===== config.mk =====
export PLATFORM = sky130hd
export DESIGN_NAME = axis_video_frame_rx
export DESIGN_NICKNAME = d
export VERILOG_FILES = /design/src/rtl/axis_video_frame_rx.sv
export SDC_FILE = /design/constraint.sdc
export NUM_CORES = 1
export LEC_CHECK = 0
export ABC_CLOCK_PERIOD_IN_PS = 3200
export CAP_MARGIN = 0
export CORE_MARGIN = 1.5
export CORE_UTILIZATION = 40
export DETAILED_ROUTE_END_ITERATION = 16
export GPL_TIMING_DRIVEN = 1
export PLACE_DENSITY = 0.82
export SLEW_MARGIN = 20
export SYNTH_ARGS = -nofsm -noshare
export SYNTH_HDL_FRONTEND = slang
export SYNTH_SLANG_ARGS = --single-unit

===== constraint.sdc =====
create_clock -name clk -period 3.2 [get_ports clk]
set_input_delay 0.64 -clock clk [delete_from_list [all_inputs] [get_ports clk]]
set_output_delay 0.64 -clock clk [all_outputs]
set_load 0.005 [all_outputs]

===== src/rtl/axis_video_frame_rx.sv =====
// AXI4-Stream video sink: accepts beats under rx_enable backpressure, tracks pixel
// coordinates from SOF/EOL markers and emits a registered pixel write port with framing checks.
module axis_video_frame_rx #(
  parameter int IMAGE_WIDTH    = 960,
  parameter int IMAGE_HEIGHT   = 540,
  parameter int PIXEL_PER_CLK  = 1,
  parameter int BITS_PER_PIXEL = 32
) (
  input  logic                                      clk,
  input  logic                                      rst,
  input  logic                                      rx_enable,
  input  logic [BITS_PER_PIXEL*PIXEL_PER_CLK-1:0]   s_axis_video_in_tdata,
  input  logic                                      s_axis_video_in_tvalid,
  input  logic                                      s_axis_video_in_tlast,
  input  logic                                      s_axis_video_in_tuser,
  output logic                                      s_axis_video_in_tready,
  output logic                                      pix_valid,
  output logic [$clog2(IMAGE_WIDTH)-1:0]            pix_x,
  output logic [$clog2(IMAGE_HEIGHT)-1:0]           pix_y,
  output logic [BITS_PER_PIXEL*PIXEL_PER_CLK-1:0]   pix_data,
  output logic                                      frame_done,
  output logic [15:0]                               frame_count,
  output logic [3:0]                                err_pulse,
  output logic [3:0]                                err_sticky,
  input  logic                                      err_clear,
  output logic                                      dbg_state_o
);

  localparam int XW = $clog2(IMAGE_WIDTH);
  localparam int YW = $clog2(IMAGE_HEIGHT);
  localparam int DW = BITS_PER_PIXEL * PIXEL_PER_CLK;
  localparam logic [XW-1:0] X_LAST = XW'(IMAGE_WIDTH - PIXEL_PER_CLK);
  localparam logic [XW-1:0] X_STEP = XW'(PIXEL_PER_CLK);
  localparam logic [YW-1:0] Y_LAST = YW'(IMAGE_HEIGHT - 1);

  typedef enum logic {WAIT_SOF = 1'b0, ACTIVE = 1'b1} state_t;

  // Handshake: a beat transfers on a rising edge where tvalid && tready; tready depends
  // only on rx_enable and rst, never on tvalid.
  state_t          state_q, state_d;
  logic [XW-1:0]   x_q, x_d;
  logic [YW-1:0]   y_q, y_d;
  logic            pix_valid_q, pix_valid_d;
  logic [XW-1:0]   pix_x_q, pix_x_d;
  logic [YW-1:0]   pix_y_q, pix_y_d;
  logic [DW-1:0]   pix_data_q, pix_data_d;
  logic            frame_done_q, frame_done_d;
  logic [15:0]     frame_count_q, frame_count_d;
  logic [3:0]      err_pulse_q, err_pulse_d;
  logic [3:0]      err_sticky_q, err_sticky_d;

  logic            accept;
  logic            emit;
  logic            eval_line;
  logic [XW-1:0]   beat_x;
  logic [YW-1:0]   beat_y;

  assign s_axis_video_in_tready = rx_enable && !rst;
  assign accept = s_axis_video_in_tvalid && s_axis_video_in_tready;

  always_comb begin
    state_d       = state_q;
    x_d           = x_q;
    y_d           = y_q;
    pix_valid_d   = 1'b0;
    pix_x_d       = pix_x_q;
    pix_y_d       = pix_y_q;
    pix_data_d    = pix_data_q;
    frame_done_d  = 1'b0;
    frame_count_d = frame_count_q;
    err_pulse_d   = '0;
    emit          = 1'b0;
    eval_line     = 1'b0;
    beat_x        = x_q;
    beat_y        = y_q;

    if (accept) begin
      case (state_q)
        WAIT_SOF: begin
          if (!s_axis_video_in_tuser) begin
            err_pulse_d[0] = 1'b1;
          end else begin
            emit      = 1'b1;
            eval_line = 1'b1;
            beat_x    = '0;
            beat_y    = '0;
            state_d   = ACTIVE;
          end
        end
        ACTIVE: begin
          // An SOF anywhere but the very first pixel restarts the frame at (0,0).
          if (s_axis_video_in_tuser && !(x_q == '0 && y_q == '0)) begin
            err_pulse_d[1] = 1'b1;
            emit           = 1'b1;
            beat_x         = '0;
            beat_y         = '0;
            x_d            = X_STEP;
            y_d            = '0;
          end else begin
            emit      = 1'b1;
            eval_line = 1'b1;
          end
        end
        default: state_d = WAIT_SOF;
      endcase
    end

    if (emit) begin
      pix_valid_d = 1'b1;
      pix_x_d     = beat_x;
      pix_y_d     = beat_y;
      pix_data_d  = s_axis_video_in_tdata;
    end

    if (eval_line) begin
      if (beat_x == X_LAST || s_axis_video_in_tlast) begin
        err_pulse_d[3] = (beat_x == X_LAST) && !s_axis_video_in_tlast;
        err_pulse_d[2] = (beat_x != X_LAST) && s_axis_video_in_tlast;
        x_d = '0;
        if (beat_y == Y_LAST) begin
          y_d           = '0;
          frame_done_d  = 1'b1;
          frame_count_d = frame_count_q + 16'd1;
          state_d       = WAIT_SOF;
        end else begin
          y_d = beat_y + YW'(1);
        end
      end else begin
        x_d = beat_x + X_STEP;
      end
    end

    err_sticky_d = err_clear ? 4'b0000 : (err_sticky_q | err_pulse_q);
  end

  always_ff @(posedge clk or posedge rst) begin
    if (rst) begin
      state_q       <= WAIT_SOF;
      x_q           <= '0;
      y_q           <= '0;
      pix_valid_q   <= 1'b0;
      pix_x_q       <= '0;
      pix_y_q       <= '0;
      pix_data_q    <= '0;
      frame_done_q  <= 1'b0;
      frame_count_q <= '0;
      err_pulse_q   <= '0;
      err_sticky_q  <= '0;
    end else begin
      state_q       <= state_d;
      x_q           <= x_d;
      y_q           <= y_d;
      pix_valid_q   <= pix_valid_d;
      pix_x_q       <= pix_x_d;
      pix_y_q       <= pix_y_d;
      pix_data_q    <= pix_data_d;
      frame_done_q  <= frame_done_d;
      frame_count_q <= frame_count_d;
      err_pulse_q   <= err_pulse_d;
      err_sticky_q  <= err_sticky_d;
    end
  end

  assign pix_valid   = pix_valid_q;
  assign pix_x       = pix_x_q;
  assign pix_y       = pix_y_q;
  assign pix_data    = pix_data_q;
  assign frame_done  = frame_done_q;
  assign frame_count = frame_count_q;
  assign err_pulse   = err_pulse_q;
  assign err_sticky  = err_sticky_q;
  assign dbg_state_o = state_q;

endmodule


==> results of run 1 <==
[synth_stat cells (all sizes together), types with 3 or more instances]
master,instances,area (sq um)
nand3b,4,30.0
nor3,5,25.0
a21oi,9,48.8
nand2,145,544
xnor2,15,131
o21ai,26,130
dfrtp,99,2480
nand4,8,50.1
inv,7,26.3
nor4,4,40.0
nand3,22,110
or4,3,26.3
ha,3,37.5
mux2,3,33.8
a31oi,5,31.3
nor2,24,92.6
and2,5,31.3
a22o,6,52.6
and4,4,35.0
buf,7,35.0
clkbuf,14,52.6
a32o,3,30.0
and3,8,50.1
a31o,3,26.3
nand2b,3,18.8
[timing repair]
item                                    CTS  global route
endpoints found under the setup margin    4            25
resized for setup                         2             8
cloned                                    0             1
pin swaps                                 0             6
setup buffers                             0             3
[cell type report]
| type | count | share of cell area (%) |
|---|---|---|
| well taps | 140 | 2.75 |
| repair buffers | 168 | 25.1 |
| inverters | 8 | 0.530 |
| multi-input cells | 331 | 29.2 |
| clock inverters | 7 | 1.59 |
| clock buffers | 9 | 1.94 |
| flip-flops and latches | 99 | 38.9 |
[layer usage]
layer	wire [um]	global-route usage, %
met1	4790	25.3
met2	5840	34.8
met3	642	3.69
met4	245	8.08
met5	0	0
[sequential cells by signal (all words and copies together) (netlist names)]
signal / count
pix_valid: 1
frame_count: 16
pix_y: 10
x_q: 10
dbg_state_o: 1
err_pulse: 4
frame_done: 1
y_q: 10
err_sticky: 4
pix_x: 10
pix_data: 32
[cell families (layout without fill, tap and decap cells)]
group	after synthesis	after routing
AOI/OAI and AO/OA	61	61
xor gates and xnor gates	17	17
adders and majority gates	3	3
buffers and inverters	29	192
DFF	99	99
muxes	3	3
and+or+nand+nor	247	247
[power by group through the flow]
stage          clock network [mW]  logic (mW)  registers [mW]
2_1_floorplan                   0       0.315            1.52
3_3_place_gp                    0       0.774            1.50
3_5_place_dp                    0       0.795            1.51
4_1_cts                     0.918       0.798            1.49
5_1_grt                     0.977       0.879            1.50
6_report                    0.901       0.802            1.49
[worst max-delay path, stage by stage, from the launching register on]
cell and delay [ns]:
dfrtp_1 0.39, or4_4 0.58, nor2_4 0.14, a31o_4 0.16
and2_1 0.15, ha_2 0.22, nand3_4 0.10, nor2_2 0.10
a31oi_1 0.09, buf_4 0.18, nor4b_4 0.24, buf_4 0.18
buf_12 0.12, mux2_2 0.32
[stage by stage]
step | power, mW | std cells | TNS (ns) | utilization (%)
2_1_floorplan | 1.83 | 459 | 0 | -
3_3_place_gp | 2.28 | 742 | -2.09 | 56.3
3_5_place_dp | 2.31 | 742 | -4.85 | 56.3
4_1_cts | 3.20 | 758 | 0 | 58.5
5_1_grt | 3.36 | 762 | -0.0360 | 59.3
6_report | 3.19 | 762 | 0 | 59.3
[worst min path at each step]
stage,to,cells past startpoint,slack (ns),from
global placement,pix_data[30]$_DFFE_PP0P_,2,0.46,pix_data[30]$_DFFE_PP0P_
finish,frame_count[15]$_DFFE_PP0P_,1,0.48,frame_count[15]$_DFFE_PP0P_
global route,pix_data[11]$_DFFE_PP0P_,2,0.52,pix_data[11]$_DFFE_PP0P_
floorplan,frame_count[15]$_DFFE_PP0P_,1,0.47,frame_count[15]$_DFFE_PP0P_
CTS,frame_count[15]$_DFFE_PP0P_,1,0.48,frame_count[15]$_DFFE_PP0P_
detailed placement,pix_data[11]$_DFFE_PP0P_,2,0.46,pix_data[11]$_DFFE_PP0P_
==> out/summary.txt, run 1 <==
row count -> 38
post-synthesis mux area share -> 0.772%
status -> finished, final reports clean
FF-to-FF End -> frame_count[1]$_DFFE_PP0P_
Nets -> 659
routed via count -> 3988
Die Y -> 108 um
post-route cell area -> 0.00637 sq mm
cell leakage power -> 2.88 nW
xor/xnor cell area share of the yosys netlist -> 3.40%
Worst Setup EP -> frame_count[1]$_DFFE_PP0P_
share of cells above drive strength 1 -> 15.0%
clock power share -> 28.2%
# port buffers -> 118
Total GRT Usage -> 20.3%
Critical R2R Launch -> y_q[2]$_DFF_PP0_
Compound-Gate Fraction of Synth Area -> 9.09%
Max IR drop VDD -> 0.258 mV
slew margin rel. -> 53.8%
Post-synth EDFFs -> 0
Final Max Tran Viols -> 0
initial antenna violation count -> 0
pre-CTS WS -> -0.309 ns
Seq/Total Area, Yosys -> 56.6%
H-tree level count -> 3
largest family of logic cells by synthesized area -> simple AND/OR/NAND/NOR gates
Req. time, crit path -> 3.47 ns
Tmin final -> 3.08 ns
Hold Crit Class -> flip-flop to flip-flop
die width -> 108 um
Detailed Place HPWL -> 8140 um
power per cell area -> 501 mW/mm^2
clock tree sinks -> 99
drt via density -> 5.23
CP endpoint kind -> flip-flop
Int Pwr -> 2.29 mW
final worst slack -> 0.118 ns
core region area -> 0.0107 sq mm
largest net degree at the start of global routing -> 100
vias in the first global route -> 3952
DRC -> 0
Starting Density -> 40.7%
R2R setup slack -> 0.12 ns
area of the multi-input gates -> 0.00186 sq mm
Least-Margin Pin Slew -> 0.690 ns
Routed Antenna Nets -> 0
average wire per standard cell -> 15.1 um
final setup skew -> 0.0151 ns
Post-Syn Nets -> 501
GPL Wtd Cong -> 0.855
ys flop type -> dfrtp_1
Post-Synth Simple-Gate Area -> 26.6%
Sw Ratio -> 28.3%
first-pass GRT wire length -> 18600 um
Comb power frac -> 25.1%
critical path type -> flip-flop to flip-flop
CTS tree -> built
Iteration-0 DRC Markers -> 328
die area -> 0.0116 sq mm
worst reg2reg path depth -> 13
sw power -> 904 uW
final period utilization -> 96.3%
number of max-cap violations -> 0
Reg power frac -> 46.7%
critical path peak fanout -> 9
clk_lat worst skew -> 0.37 ns
placed inst area -> 0.00605 sq mm
Root Buffer -> clkbuf_8
commonest non-fill, non-tap cell in the layout -> nand2_1
clk buf depth -> 2
Avg Cell Area, Syn -> 9.54 sq um
Post-Syn Instances -> 459
area grow syn2layout -> 45.5%
asr flop ratio synth -> 100%
IO Count -> 119
WHS -> 0.479 ns
sequential cell area -> 0.00248 sq mm
GRT overflow -> 0
synthesized area -> 0.00438 sq mm
Distinct cells, synth -> 50
fmax -> 0.324 GHz
Fillers -> 925
most frequent cells in the layout -> 145 x nand2_1, 118 x clkdlybuf4s50_1, 99 x dfrtp_1, 47 x buf_4, 24 x o21ai_0
CP Data Arrival Time -> 3.35 ns
Adder-Cell Fraction of Synth Area -> 0.857%
Yosys reg bits -> 99
DRT Pass-1 Iters -> 6
WL final -> 11500 um
hold buffers post-CTS -> 0
CTS clk-pin slew, worst paths -> 0.10 ns
crit path launch type -> flip-flop
final setup fails -> 0
CTS Buf Count -> 9
critical path startpoint -> y_q[2]$_DFF_PP0_
Syn. warnings -> 0
final hold vios -> 0
Antenna Cells -> 0
Power figures use the tool's default switching activity.
==> run 2, diff against run 1 <==
Settings changed: ABC_CLOCK_PERIOD_IN_PS 3200 to 3100, PLACE_DENSITY 0.82 to 0.66.
Clock period 3.2 ns to 3.1 ns, I/O delays scaled along.
==> run 2 against run 1 <==
Register-to-register slack got worse by 0.05 ns. Hold slack got worse by 0.0020 ns. Design area increased by 0.49%. Sequential share of layout area decreased by 0.19 points. Largest power group unchanged. Fmax increased by 1.7%. Via count decreased by 2.5%. Flip-flop and latch count unchanged. Critical endpoint is now y_q[8]$_DFF_PP0_.
==> out/summary.txt, run 2 (synthesized netlist as in run 1, its figures left out) <==
commonest non-fill, non-tap cell in the layout -> nand2_1
GPL Wtd Cong -> 0.876
final core utilization -> 59.6%
cell leakage power -> 2.88 nW
post-route cell area -> 0.00640 sq mm
R2R setup slack -> 0.07 ns
first-pass GRT wire length -> 17800 um
crit-path max cell delay -> 0.58 ns
max FFs per register -> 32
critical path's top delay family -> simple AND/OR/NAND/NOR gates
# port buffers -> 118
critical path peak fanout -> 4
worst path bufs/invs -> 0
critical path type -> flip-flop to flip-flop
fmax -> 0.330 GHz
clk_lat worst skew -> 0.37 ns
total power draw -> 3.16 mW
CTS clk-pin slew, worst paths -> 0.09 ns
clk buf depth -> 2
Final Max Tran Viols -> 0
slew margin rel. -> 70.1%
GRT overflow -> 0
core region area -> 0.0107 sq mm
Antenna Cells -> 0
vias in the first global route -> 3685
Slowest-stage cell, CP -> or4_4
placed inst area -> 0.00609 sq mm
Hold Crit Class -> flip-flop to flip-flop
die area -> 0.0116 sq mm
final worst slack -> 0.0688 ns
final setup fails -> 0
Root Buffer -> clkbuf_8
Total GRT Usage -> 19.7%
die width -> 108 um
pre-CTS WS -> -0.250 ns
Detailed Place HPWL -> 7920 um
Least-Margin Pin Slew -> 0.448 ns
share of cells above drive strength 1 -> 15.2%
Starting Density -> 40.7%
Non-Filler Instances -> 763
routed via count -> 3889
CP Data Arrival Time -> 3.26 ns
cell seen most often among critical-path stages -> or4_4
Tmin final -> 3.03 ns
final hold vios -> 0
Die Y -> 108 um
CP endpoint kind -> flip-flop
IO Count -> 119
WL final -> 11200 um
DRC -> 0
hold buffers post-CTS -> 0
Req. time, crit path -> 3.33 ns
largest net degree at the start of global routing -> 74
CTS tree -> built
number of max-cap violations -> 0
crit path launch type -> flip-flop
Post-Place Cells -> 743
setup_tns -> 0 ns
row count -> 38
Nets -> 660
final period utilization -> 97.8%
Max IR drop VDD -> 0.259 mV
DRT Pass-1 Iters -> 4
RSZ-0062 raised after global routing -> yes
drt via density -> 5.10
cells along the critical path -> or4_4, nor2_4, a31o_4, and2_1, ha_2, nand3_1, or4b_4, or4_4, a21oi_2, o22ai_1
power per cell area -> 494 mW/mm^2
initial antenna violation count -> 0
status -> finished, final reports clean
area grow syn2layout -> 46.2%
Iteration-0 DRC Markers -> 206
most frequent cells in the layout -> 145 x nand2_1, 118 x clkdlybuf4s50_1, 99 x dfrtp_1, 46 x buf_4, 24 x o21ai_0
CTS Buf Count -> 9
WHS -> 0.477 ns
Routed Antenna Nets -> 0
final setup skew -> 0.00921 ns
average wire per standard cell -> 14.7 um
clock tree sinks -> 99
H-tree level count -> 3
[run 2: timing repair]
action | in CTS | in global routing
gates resized for setup | 0 | 13
buffers inserted | 0 | 3
endpoints found under the setup margin | 1 | 33
cloned | 0 | 1
pin swaps | 0 | 3
[run 2: path summary, 6_finish.rpt]
path                                           from                        to  cells after the start
setup / recovery                 x_q[2]$_DFFE_PP0P_          y_q[8]$_DFF_PP0_                     10
max in group asynchronous                       rst          y_q[4]$_DFF_PP0_                      4
min in group asynchronous                       rst          y_q[2]$_DFF_PP0_                      3
hold reg to reg            pix_data[20]$_DFFE_PP0P_  pix_data[20]$_DFFE_PP0P_                      2
hold / removal             pix_data[20]$_DFFE_PP0P_  pix_data[20]$_DFFE_PP0P_                      2
setup reg to reg                 x_q[2]$_DFFE_PP0P_          y_q[8]$_DFF_PP0_                     10
[run 2: worst reg2reg max path, cell delays in order, from the launching register on]
cell	delay, ns
dfrtp_1	0.39
or4_4	0.58
nor2_4	0.14
a31o_4	0.17
and2_1	0.15
ha_2	0.19
nand3_1	0.10
or4b_4	0.49
or4_4	0.44
a21oi_2	0.14
o22ai_1	0.10
[run 2: per-layer routing]
| layer | up-vias | global-route usage (%) | wire length [um] | share of wire (%) |
|---|---|---|---|---|
| met5 | - | 0 | 0 | 0 |
| met2 | 103 | 31.4 | 5400 | 48 |
| met4 | 0 | 9.30 | 227 | 2.0 |
| li1 | 1881 | - | - | - |
| met1 | 1886 | 26.4 | 5110 | 46 |
| met3 | 19 | 3.15 | 457 | 4.1 |
[run 2: area by class of cell]
class,count,area [sq um]
clock buffer,11,151
clock inverter,5,35.0
fill,942,4340
inverter,8,33.8
multi-input combinational,331,1900
sequential,99,2480
tap,140,175
timing repair buffer,169,1630
[run 2: power breakdown]
group          internal [mW]  leakage, nW  switching [mW]
combinational          0.479         1.46           0.370
clock                  0.337       0.0957           0.443
sequential              1.44         1.32          0.0916
total                   2.26         2.88           0.905
==> run 3, diff against run 2 <==
Settings changed: GPL_ROUTABILITY_DRIVEN set to 0, TNS_END_PERCENT set to 100.
==> run 3 against run 2 <==
Setup slack gained 0.021 ns. Sequential power is essentially flat. Clock skew grew 0.0022 ns. First-iteration DRC count shrank 7.8%. Critical path type unchanged. Largest power group unchanged.
==> out/summary.txt, run 3 (synthesized netlist as in run 1, its figures left out) <==
status -> finished, final reports clean
critical path peak fanout -> 5
Nets -> 658
Post-Place Cells -> 741
most frequent cells in the layout -> 145 x nand2_1, 118 x clkdlybuf4s50_1, 99 x dfrtp_1, 44 x buf_4, 24 x o21ai_0
clock tree sinks -> 99
DRC -> 0
# port buffers -> 118
Iteration-0 DRC Markers -> 190
share of cells above drive strength 1 -> 15.3%
Least-Margin Pin Slew -> 0.554 ns
die area -> 0.0116 sq mm
max FFs per register -> 32
Routed Antenna Nets -> 0
average wire per standard cell -> 15.4 um
hold buffers post-CTS -> 0
WHS -> 0.481 ns
Req. time, crit path -> 3.35 ns
area grow syn2layout -> 47.2%
DRT Pass-1 Iters -> 4
min-delay src -> pix_data[20]$_DFFE_PP0P_
Max Used Layer -> met4
placed inst area -> 0.00608 sq mm
slew margin rel. -> 63.1%
WL met2 -> 5690 um
CP Data Arrival Time -> 3.26 ns
IO Count -> 119
largest net degree at the start of global routing -> 100
Max IR drop VDD -> 0.262 mV
setup_tns -> 0 ns
initial antenna violation count -> 0
CTS clk-pin slew, worst paths -> 0.09 ns
cell leakage power -> 2.89 nW
critical path type -> flip-flop to flip-flop
WL final -> 11700 um
first-pass GRT wire length -> 18700 um
Root Buffer -> clkbuf_8
clk_lat worst skew -> 0.38 ns
worst reg2reg path depth -> 11
die width -> 108 um
Antenna Cells -> 0
pre-CTS WS -> -0.308 ns
Starting Density -> 40.7%
Critical R2R Launch -> y_q[5]$_DFF_PP0_
FF-to-FF End -> y_q[8]$_DFF_PP0_
M1 wire length -> 5190 um
clk buf depth -> 2
commonest non-fill, non-tap cell in the layout -> nand2_1
Hold Crit Class -> flip-flop to flip-flop
final core utilization -> 60.0%
final setup skew -> 0.0115 ns
final setup fails -> 0
WL met3 -> 525 um
core region area -> 0.0107 sq mm
number of max-cap violations -> 0
routed via count -> 3881
CTS tree -> built
GRT overflow -> 0
Final Max Tran Viols -> 0
final period utilization -> 97.1%
vias in the first global route -> 3821
Total GRT Usage -> 20.5%
CTS Buf Count -> 9
Min-Delay Path Depth -> 2
row count -> 38
Detailed Place HPWL -> 8040 um
Tmin final -> 3.01 ns
H-tree level count -> 3
crit path launch type -> flip-flop
post-route cell area -> 0.00644 sq mm
fmax -> 0.332 GHz
hold-critical path endpoint -> pix_data[20]$_DFFE_PP0P_
Non-Filler Instances -> 761
Die Y -> 108 um
drt via density -> 5.10
final worst slack -> 0.0899 ns
CP endpoint kind -> flip-flop
final hold vios -> 0
Fillers -> 978
total power draw -> 3.37 mW
power per cell area -> 522 mW/mm^2
R2R setup slack -> 0.09 ns
[run 3: power breakdown]
part           total [mW]  leakage (nW)  internal, mW  switching [mW]
clock               0.948         0.115         0.483           0.465
combinational       0.887          1.45         0.498           0.389
sequential           1.53          1.32          1.44          0.0914
total                3.37          2.89          2.42           0.946
[run 3: layout make-up]
class	count	area, sq um	share of cell area (%)
clock buffer	11	141	2.19
clock inverter	5	85.1	1.32
inverter	8	33.8	0.524
multi-input combinational	331	1910	29.7
sequential	99	2480	38.4
tap	140	175	2.72
timing repair buffer	167	1620	25.1
[run 3: per-layer routing]
layer / GRT usage [%] / vias to the layer above
met5: 0 / -
met4: 9.68 / 0
met3: 3.39 / 26
met2: 32.9 / 102
met1: 27.1 / 1888
li1: - / 1865
[run 3: worst max path at each step]
stage                             startpoint                         end  slack (ns)  cells after the start
after floorplan             y_q[7]$_DFF_PP0_  frame_count[7]$_DFFE_PP0P_       -0.07                     12
after global placement             rx_enable            y_q[4]$_DFF_PP0_       -0.21                     13
final                       y_q[5]$_DFF_PP0_            y_q[8]$_DFF_PP0_        0.09                     11
after detailed placement           rx_enable            y_q[4]$_DFF_PP0_       -0.31                     13
after CTS                 x_q[0]$_DFFE_PP0P_            y_q[8]$_DFF_PP0_       0.001                     11
after global routing        y_q[5]$_DFF_PP0_            y_q[8]$_DFF_PP0_      -0.006                     11
[run 3: repair_timing]
action | 4_1_cts | 5_1_grt
gates resized for setup | 4 | 13
gates cloned | 0 | 1
endpoints found under the setup margin | 10 | 30
pin swaps | 0 | 8
buffers inserted | 0 | 3
[run 3: worst max-delay path: stages (launching register included)]
cell     delay [ns]
dfrtp_1        0.40
or4_4          0.58
nor2_4         0.14
a31o_4         0.18
nand2_1        0.08
inv_2          0.08
ha_4           0.15
nand3_2        0.08
or4b_4         0.50
or4_4          0.43
a21oi_1        0.15
o22ai_1        0.09
